`src/rtl/vram_arbiter.sv`:
```
// ---------------------------------------------------------------------------
// vram_arbiter
//
// Shares one single-port synchronous character RAM between the text-display
// fetch path and the CPU bus. The display has absolute priority and a fixed
// two-clock read latency. The CPU uses the cycles the display leaves free,
// through a req/ack handshake. A saturating wait counter flags CPU starvation.
//
// Ports
//   clk_pixel   pixel clock, all logic on the rising edge
//   rst_n       asynchronous active-low reset
//   disp_req    display read request (one-cycle pulse per character cell)
//   disp_addr   display read address, valid with disp_req
//   disp_data   display read data, valid with disp_valid
//   disp_valid  one-cycle pulse, two clocks after disp_req is sampled
//   cpu_req     CPU request level, held until cpu_ack
//   cpu_we      1 = write, 0 = read, held with cpu_req
//   cpu_addr    CPU address, held with cpu_req
//   cpu_wdata   CPU write data, held with cpu_req
//   cpu_rdata   CPU read data, valid in the cpu_ack cycle
//   cpu_ack     one-cycle pulse, two clocks after the grant edge
//   ram_addr    registered RAM address
//   ram_we      registered RAM write enable (one-cycle pulse)
//   ram_wdata   registered RAM write data
//   ram_rdata   RAM read data, valid one clock after ram_addr is presented
//   starve_err  sticky, set when the CPU wait count reaches STARVE_LIMIT
// ---------------------------------------------------------------------------
module vram_arbiter #(
   parameter int ADDR_W       = 11,
   parameter int DATA_W       = 8,
   parameter int STARVE_LIMIT = 16
) (
   input  logic              clk_pixel,
   input  logic              rst_n,
   input  logic              disp_req,
   input  logic [ADDR_W-1:0] disp_addr,
   output logic [DATA_W-1:0] disp_data,
   output logic              disp_valid,
   input  logic              cpu_req,
   input  logic              cpu_we,
   input  logic [ADDR_W-1:0] cpu_addr,
   input  logic [DATA_W-1:0] cpu_wdata,
   output logic [DATA_W-1:0] cpu_rdata,
   output logic              cpu_ack,
   output logic [ADDR_W-1:0] ram_addr,
   output logic              ram_we,
   output logic [DATA_W-1:0] ram_wdata,
   input  logic [DATA_W-1:0] ram_rdata,
   output logic              starve_err
);

   // Owner of the RAM access issued on a given cycle, tracked down the
   // two-stage read pipeline so returned data is routed to the right port.
   typedef enum logic [1:0] {
      T_NONE = 2'd0,
      T_DISP = 2'd1,
      T_CPU  = 2'd2
   } tag_t;

   // C_ISSUED: CPU access is on the RAM pins.
   // C_ACK   : RAM is returning the CPU word; cpu_ack fires leaving this state,
   //           which gives the CPU the same two-clock latency as the display.
   typedef enum logic [1:0] {
      C_IDLE   = 2'd0,
      C_ISSUED = 2'd1,
      C_ACK    = 2'd2
   } cpu_state_t;

   localparam logic [7:0] STARVE_LIMIT_C = 8'(STARVE_LIMIT);

   cpu_state_t state, state_next;
   tag_t       tag0, tag1;
   logic       cpu_grant;
   logic       cpu_is_write;   // direction of the access currently in flight
   logic [7:0] wait_cnt, wait_cnt_next;

   // ------------------------------------------------------------------
   // CPU FSM next state, grant decision and wait counter update
   // ------------------------------------------------------------------
   always_comb begin
      // NOTE: every output of this block gets a default first, so no path
      // can leave one unassigned and infer a latch.
      state_next    = state;
      cpu_grant     = 1'b0;
      wait_cnt_next = wait_cnt;

      unique case (state)
         C_IDLE: begin
            // The display always wins a collision; the CPU keeps its held
            // request and is granted on the next free cycle.
            if (cpu_req && !disp_req) begin
               cpu_grant  = 1'b1;
               state_next = C_ISSUED;
            end
         end
         C_ISSUED: state_next = C_ACK;
         C_ACK:    state_next = C_IDLE;
         default:  state_next = C_IDLE;
      endcase

      if (!cpu_req || cpu_grant) begin
         wait_cnt_next = '0;
      end else if (state == C_IDLE && wait_cnt != 8'hFF) begin
         wait_cnt_next = wait_cnt + 8'd1;
      end
   end

   // ------------------------------------------------------------------
   // Control state
   // ------------------------------------------------------------------
   always_ff @(posedge clk_pixel or negedge rst_n) begin
      if (!rst_n) begin
         state      <= C_IDLE;
         wait_cnt   <= '0;
         starve_err <= 1'b0;
         tag0       <= T_NONE;
         tag1       <= T_NONE;
      end else begin
         // NOTE: non-blocking assignments so every register samples the
         // pre-edge value of its sources, independent of statement order.
         state      <= state_next;
         wait_cnt   <= wait_cnt_next;
         // Set on the same edge the count reaches the limit; sticky.
         starve_err <= starve_err | (wait_cnt_next >= STARVE_LIMIT_C);
         tag1       <= tag0;
         if (disp_req) begin
            tag0 <= T_DISP;
         end else if (cpu_grant) begin
            tag0 <= T_CPU;
         end else begin
            tag0 <= T_NONE;
         end
      end
   end

   // ------------------------------------------------------------------
   // Issue stage and data return
   // ------------------------------------------------------------------
   always_ff @(posedge clk_pixel or negedge rst_n) begin
      if (!rst_n) begin
         ram_addr     <= '0;
         ram_we       <= 1'b0;
         ram_wdata    <= '0;
         cpu_is_write <= 1'b0;
         disp_data    <= '0;
         disp_valid   <= 1'b0;
         cpu_rdata    <= '0;
         cpu_ack      <= 1'b0;
      end else begin
         // One RAM access per clock. ram_we is only ever raised on a CPU
         // grant, so it can never coincide with a display read.
         if (disp_req) begin
            ram_addr <= disp_addr;
            ram_we   <= 1'b0;
         end else if (cpu_grant) begin
            ram_addr     <= cpu_addr;
            ram_we       <= cpu_we;
            ram_wdata    <= cpu_wdata;
            cpu_is_write <= cpu_we;
         end else begin
            ram_we <= 1'b0;
         end

         // tag1 marks the cycle in which ram_rdata holds the word fetched
         // for the access issued two edges ago.
         disp_valid <= (tag1 == T_DISP);
         if (tag1 == T_DISP) begin
            disp_data <= ram_rdata;
         end

         cpu_ack <= (state == C_ACK);
         if (state == C_ACK && !cpu_is_write) begin
            cpu_rdata <= ram_rdata;
         end
      end
   end

endmodule

```
`config.mk`:
```
export PLATFORM = sky130hd
export DESIGN_NAME = vram_arbiter
export DESIGN_NICKNAME = d
export VERILOG_FILES = /design/src/rtl/vram_arbiter.sv
export SDC_FILE = /design/constraint.sdc
export NUM_CORES = 1
export LEC_CHECK = 0
export ABC_AREA = 1
export BUFFER_PORTS_ARGS = -buffer_cell sky130_fd_sc_hd__buf_2
export CELL_PAD_IN_SITES_DETAIL_PLACEMENT = 0
export CELL_PAD_IN_SITES_GLOBAL_PLACEMENT = 2
export CORE_MARGIN = 2
export CORE_UTILIZATION = 31
export DETAILED_ROUTE_END_ITERATION = 10
export PLACE_DENSITY_LB_ADDON = 0.1
export SYNTH_ARGS = -nofsm -noshare
export SYNTH_HDL_FRONTEND = slang
export SYNTH_SLANG_ARGS = --single-unit
```
`constraint.sdc`:
```
create_clock -name clk_pixel -period 3.5 [get_ports clk_pixel]
set_input_delay 0.525 -clock clk_pixel [delete_from_list [all_inputs] [get_ports clk_pixel]]
set_output_delay 0.525 -clock clk_pixel [all_outputs]
set_load 0.02 [all_outputs]
```
After elaboration in Yosys (flattened, before gate mapping). Index checks and enable logic that the tools add are counted.

Add/subtract/negate cells: 1. Magnitude comparators: 1. Equal/unequal tests: 5. Muxes and demuxes: 12. Bitwise gates (word level): 2. Reductions and logical operators: 10.

Operator list (count): $mux 11 (2); $mux 8 (2); $add 8x1->8 const B (1); $ge 8x5->1 const B (1); $ne 8x8->1 const B (1); $mux 2 (3); $eq 2x1->1 const B (2); $mux 1 (4); $pmux 2 s2 (1); $logic_and 1x1->1 (3); $logic_not 1->1 (3); $eq 2x2->1 const B (1); $logic_not 2->1 (1); $ne 2x2->1 const B (1); $reduce_and 2->1 (1); $reduce_bool 2->1 (1); $logic_or 1x1->1 (1); $not 1->1 (1); $or 1x1->1 (1).

Register bits after elaboration: 54. Input bits: 43.

Depth between registers and ports, before layout.
Word-level depth: 8. Depth in mapped cells: 9.

Worst setup path after synthesis. No wires, ideal clock.

Path type: register to register. From: reg wait_cnt[0]. To: reg starve_err. Library setup time: 125 ps. Arrival: 1206 ps. Data required time: 3375 ps. Slack: 2169 ps. Stages on the path, launching flop included: 10. Buffers on the path: 0. Period minus slack after synthesis: 1331 ps. Path through: dfrtp_1 -> ha_1 -> nand2_2 -> nor2_4 -> nand2_4 -> nand2_2 -> nor2_2 -> nor2_2 -> nor2_1 -> nand3_1.

Word-level cells in the longest chain between the ends: 6. Elaborated cells between the ends (all ways): 7. Those cells by class: 1 x add/sub; 1 x order compare; 1 x eq/ne; 2 x mux; 1 x bitwise; 1 x reduce/logical.

RTL lines: from (decl) (RTL line 75) `logic [7:0] wait_cnt, wait_cnt_next;`; from (signal assigned) (RTL line 122) `wait_cnt <= wait_cnt_next;`; parallel branches: the longest is 2 deep, another holds $add 8x1->8; $mux 8 * (RTL line 103) `end else if (state == C_IDLE && wait_cnt != 8'hFF) begin`; $mux 8 * (RTL line 101) `if (!cpu_req || cpu_grant) begin`; net wait_cnt_next[6] (RTL line 75); $ge 8x5->1 * (RTL line 124) `starve_err <= starve_err | (wait_cnt_next >= STARVE_LIMIT_C);`; $or 1x1->1 * (RTL line 124); to (signal assigned) (RTL line 124); to (decl) (RTL line 49) `output logic starve_err`.

Mark *: on every way through the listed nets, which the timed path passes. A chain may end at the register's enable or synchronous reset.

Final worst setup path.
From: in disp_req. To: reg ram_addr[10].

Word-level cells in the longest chain between the ends: 5. Elaborated cells between the ends (all ways): 6. Those cells by class: 3 x mux; 3 x reduce/logical.

RTL lines: from (decl) (RTL line 35) `input logic disp_req,`; $logic_not 1->1 (RTL line 91) `if (cpu_req && !disp_req) begin`; $logic_and 1x1->1 (RTL line 91); $mux 1 (RTL line 91); $mux 1 (RTL line 87) `unique case (state)`; $reduce_bool 2->1 (no line); to (signal assigned) (RTL line 153) `ram_addr <= disp_addr;`; to (signal assigned) (RTL line 156) `ram_addr <= cpu_addr;`; to (decl) (RTL line 45) `output logic [ADDR_W-1:0] ram_addr,`.

Parallel ways exist; a longest one is shown, timed or not.

==> results.md <==
* Status: completed
* Tmin final at 1.563 ns
* Final TNS setup at 0 ns
* Final WL at 5089 um
* R2R Path Start: state[0]
* Cts hold-fix bufs at 0
* Max-slew violation count at 0
* Initial detailed-routing violation count at 101
* Post-synthesis cell type count at 26
* GPL Wtd Cong at 0.6901
* # Max-Cap Violations at 0
* CP arrival at 1.79 ns
* Final cycle utilization of the critical path at 44.66%
* Via count at 1820
* Initial Util at 32.36%
* RSZ-0062 raised after global routing: false
* Yosys warnings at 0
* Post-CTS setup buffers at 0
* CP Launch Type: input pin
* Routed Antenna Nets at 0
* Crit Path Max Fanout at 22
* Total grt overflow at 0
* Largest net degree at the start of global routing at 34
* Initial antenna violation count at 0
* Slew at the pin with the worst max-slew slack at 0.7486 ns
* Synth-to-Final Area Change at 23.77%
* Die W at 91.71 um
* Pleak at 0.001550 uW
* Root buf cell: clkbuf_8
* Sink Count at 54
* Clock Skews at 0.008096 ns
* Die Area at 8411 um2
* PwrDens at 504.5 nW/um2
* Hpwl dp at 3702 um
* Syn Nets at 293
* Vias per cell at 4.223
* CTS Buf Count at 5
* R2r setup slk at 1.98 ns
* Worst IR Drop VDD at 0.0001923 V
* Detailed Routing Iterations Pass 1 at 4
* Avg Cell Area, Syn at 9.577 um2
* Endpoints failing hold at 0
* DRC at 0
* # resized after CTS at 0
* # setup viols final at 0
* Chip height at 91.71 um
* Hold Path Class: input pin to asynchronous set/reset pin
* Vias in the first global route at 1805
* CTS tree: yes
* Clock Latency Late Sink at 0.30 ns
* Crit end category: register
* Synthesized flop and latch total at 54
* H-Tree Depth at 2
* Layout cells sized above 1 at 38.55%
* Reg-to-Reg End: ram_addr[10]
* Buffers on Ports at 81
* Synth area leader: dfrtp_1
* Average wire per standard cell at 11.81 um
* Nets at 375
* # IOs at 82
* Slew margin rel. at 50.09%
* First-pass GRT wire length at 8452 um
* Ranking of synthesized cells by area: dfrtp_1, nand2_1, a31oi_2
* CTS max path bufs at 2
* Top-area cell type share of the netlist area at 56.66%
* Worst EP required at 3.72 ns
* Register-to-Register Path Depth at 5
* Mapped Cells at 249
* Core area at 7370 um2
* Maximum clock frequency at 639.8 MHz
* # diodes at 0
* # rows at 31
* WS Path Type: input pin to register
* Fraction of the yosys area taken by sequential cells at 56.66%
* CTS clk-pin slew, worst paths at 0.10 ns
* GRT Overall Usage at 12.53%
* Post-layout utilization of the core at 40.05%
* Mapped cell area at 2385 um2
-- synthesized netlist by cell type --
cell type	number
dfrtp_1	54
inv_2	2
o21ai_0	17
nor3_1	1
nand3_1	10
o21bai_1	1
a31oi_2	9
buf_12	1
inv_1	27
nor2_4	4
nand2_4	2
nand4_1	2
xor2_1	1
a21oi_1	2
a31oi_1	3
a21boi_2	1
clkbuf_1	3
nand3_4	1
nor2_2	14
ha_1	1
o21ai_1	2
nand2_1	73
nand2_2	5
clkinv_1	1
nor2_1	9
buf_6	3
-- through the flow --
step                      cells  cell area [um2]  hold WS (ns)  worst slack [ns]  total power (uW)
after global routing        431             2952        0.3294             1.836              1588
after detailed placement    423             2856        0.3410             1.623              1150
after CTS                   431             2952        0.3059             1.924              1520
after floorplan             249             2385        0.2294             2.169              1007
after global placement      423             2856        0.3486             1.692              1150
final                       431             2952        0.2836             1.937              1489
-- metal layers --
layer,global-route usage [%],share of wire (%),vias up
li1,-,-,943
met1,17.41,48,822
met2,19.55,45,53
met3,2.876,6.0,2
met4,3.731,0.63,0
met5,0,0,-
-- worst max-delay path: stages --
cell     delay [ns]
buf_2          0.19
inv_2          0.27
nand3_4        0.23
nand2_4        0.33
nor2_1         0.08
a31oi_1        0.16
-- logic make-up (layout without fill, tap and decap cells) --
| logic type | after synthesis | after routing | share of synthesized area, % |
|---|---|---|---|
| AND/OR/NAND/NOR | 121 | 121 | 24.29 |
| XOR/XNOR | 1 | 1 | 0.3673 |
| flip-flops | 54 | 54 | 56.66 |
| adder cells (fa/ha/maj) | 1 | 1 | 0.5246 |
| AO/OA/AOI/OAI | 35 | 35 | 10.70 |
| buffers and inverters | 37 | 120 | 7.450 |
-- registers in the layout (all words and copies together) (netlist names) --
register and count:
disp_valid 1, tag0 2, tag1 2, cpu_is_write 1
disp_data 8, wait_cnt 8, cpu_ack 1, state 2
starve_err 1, cpu_rdata 8, ram_wdata 8, ram_addr 11
ram_we 1
-- layout make-up --
cell class	instances	area [um2]
Tap cell	99	123.9
Inverter	30	112.6
Fill cell	794	4418
Timing Repair Buffer	82	412.9
Clock inverter	2	12.51
Sequential cell	54	1351
Multi-Input combinational cell	158	855.8
Clock buffer	6	82.58
-- worst max-delay path by stage --
| stage | startpoint | end | depth (start not counted) |
|---|---|---|---|
| floorplan | wait_cnt[0] | starve_err | 9 |
| global placement | disp_req | ram_addr[10] | 6 |
| detailed placement | disp_req | ram_addr[2] | 6 |
| CTS | disp_req | ram_addr[10] | 6 |
| global route | disp_req | ram_addr[0] | 6 |
| finish | disp_req | ram_addr[10] | 6 |
-- cell usage in the layout, fill, tap and decap left out --
cell type and count:
nand3_4 1, nand2_2 5, clkbuf_8 6, nand3_1 10, inv_2 2, nor2_2 14
nand4_1 2, clkinv_2 1, nor2_4 4, a21oi_1 2, nand2_1 73, a21boi_2 1
inv_1 27, buf_2 81, clkinvlp_4 1, dfrtp_1 54, o21bai_1 1, xor2_1 1
nand2_4 2, a31oi_2 9, buf_4 1, ha_1 1, nor3_1 1, a31oi_1 3
o21ai_0 17, nor2_1 9, o21ai_1 2, clkinv_1 1
-- report_power, final --
part	total, uW	switching (uW)	leakage [uW]	internal, uW
Combinational	365	237	0.000836	128
Clock	359	200	0.0000472	159
Sequential	765	50.1	0.000667	715
Total	1490	487	0.00155	1000
Note: power is estimated with default switching activity, not from simulation.
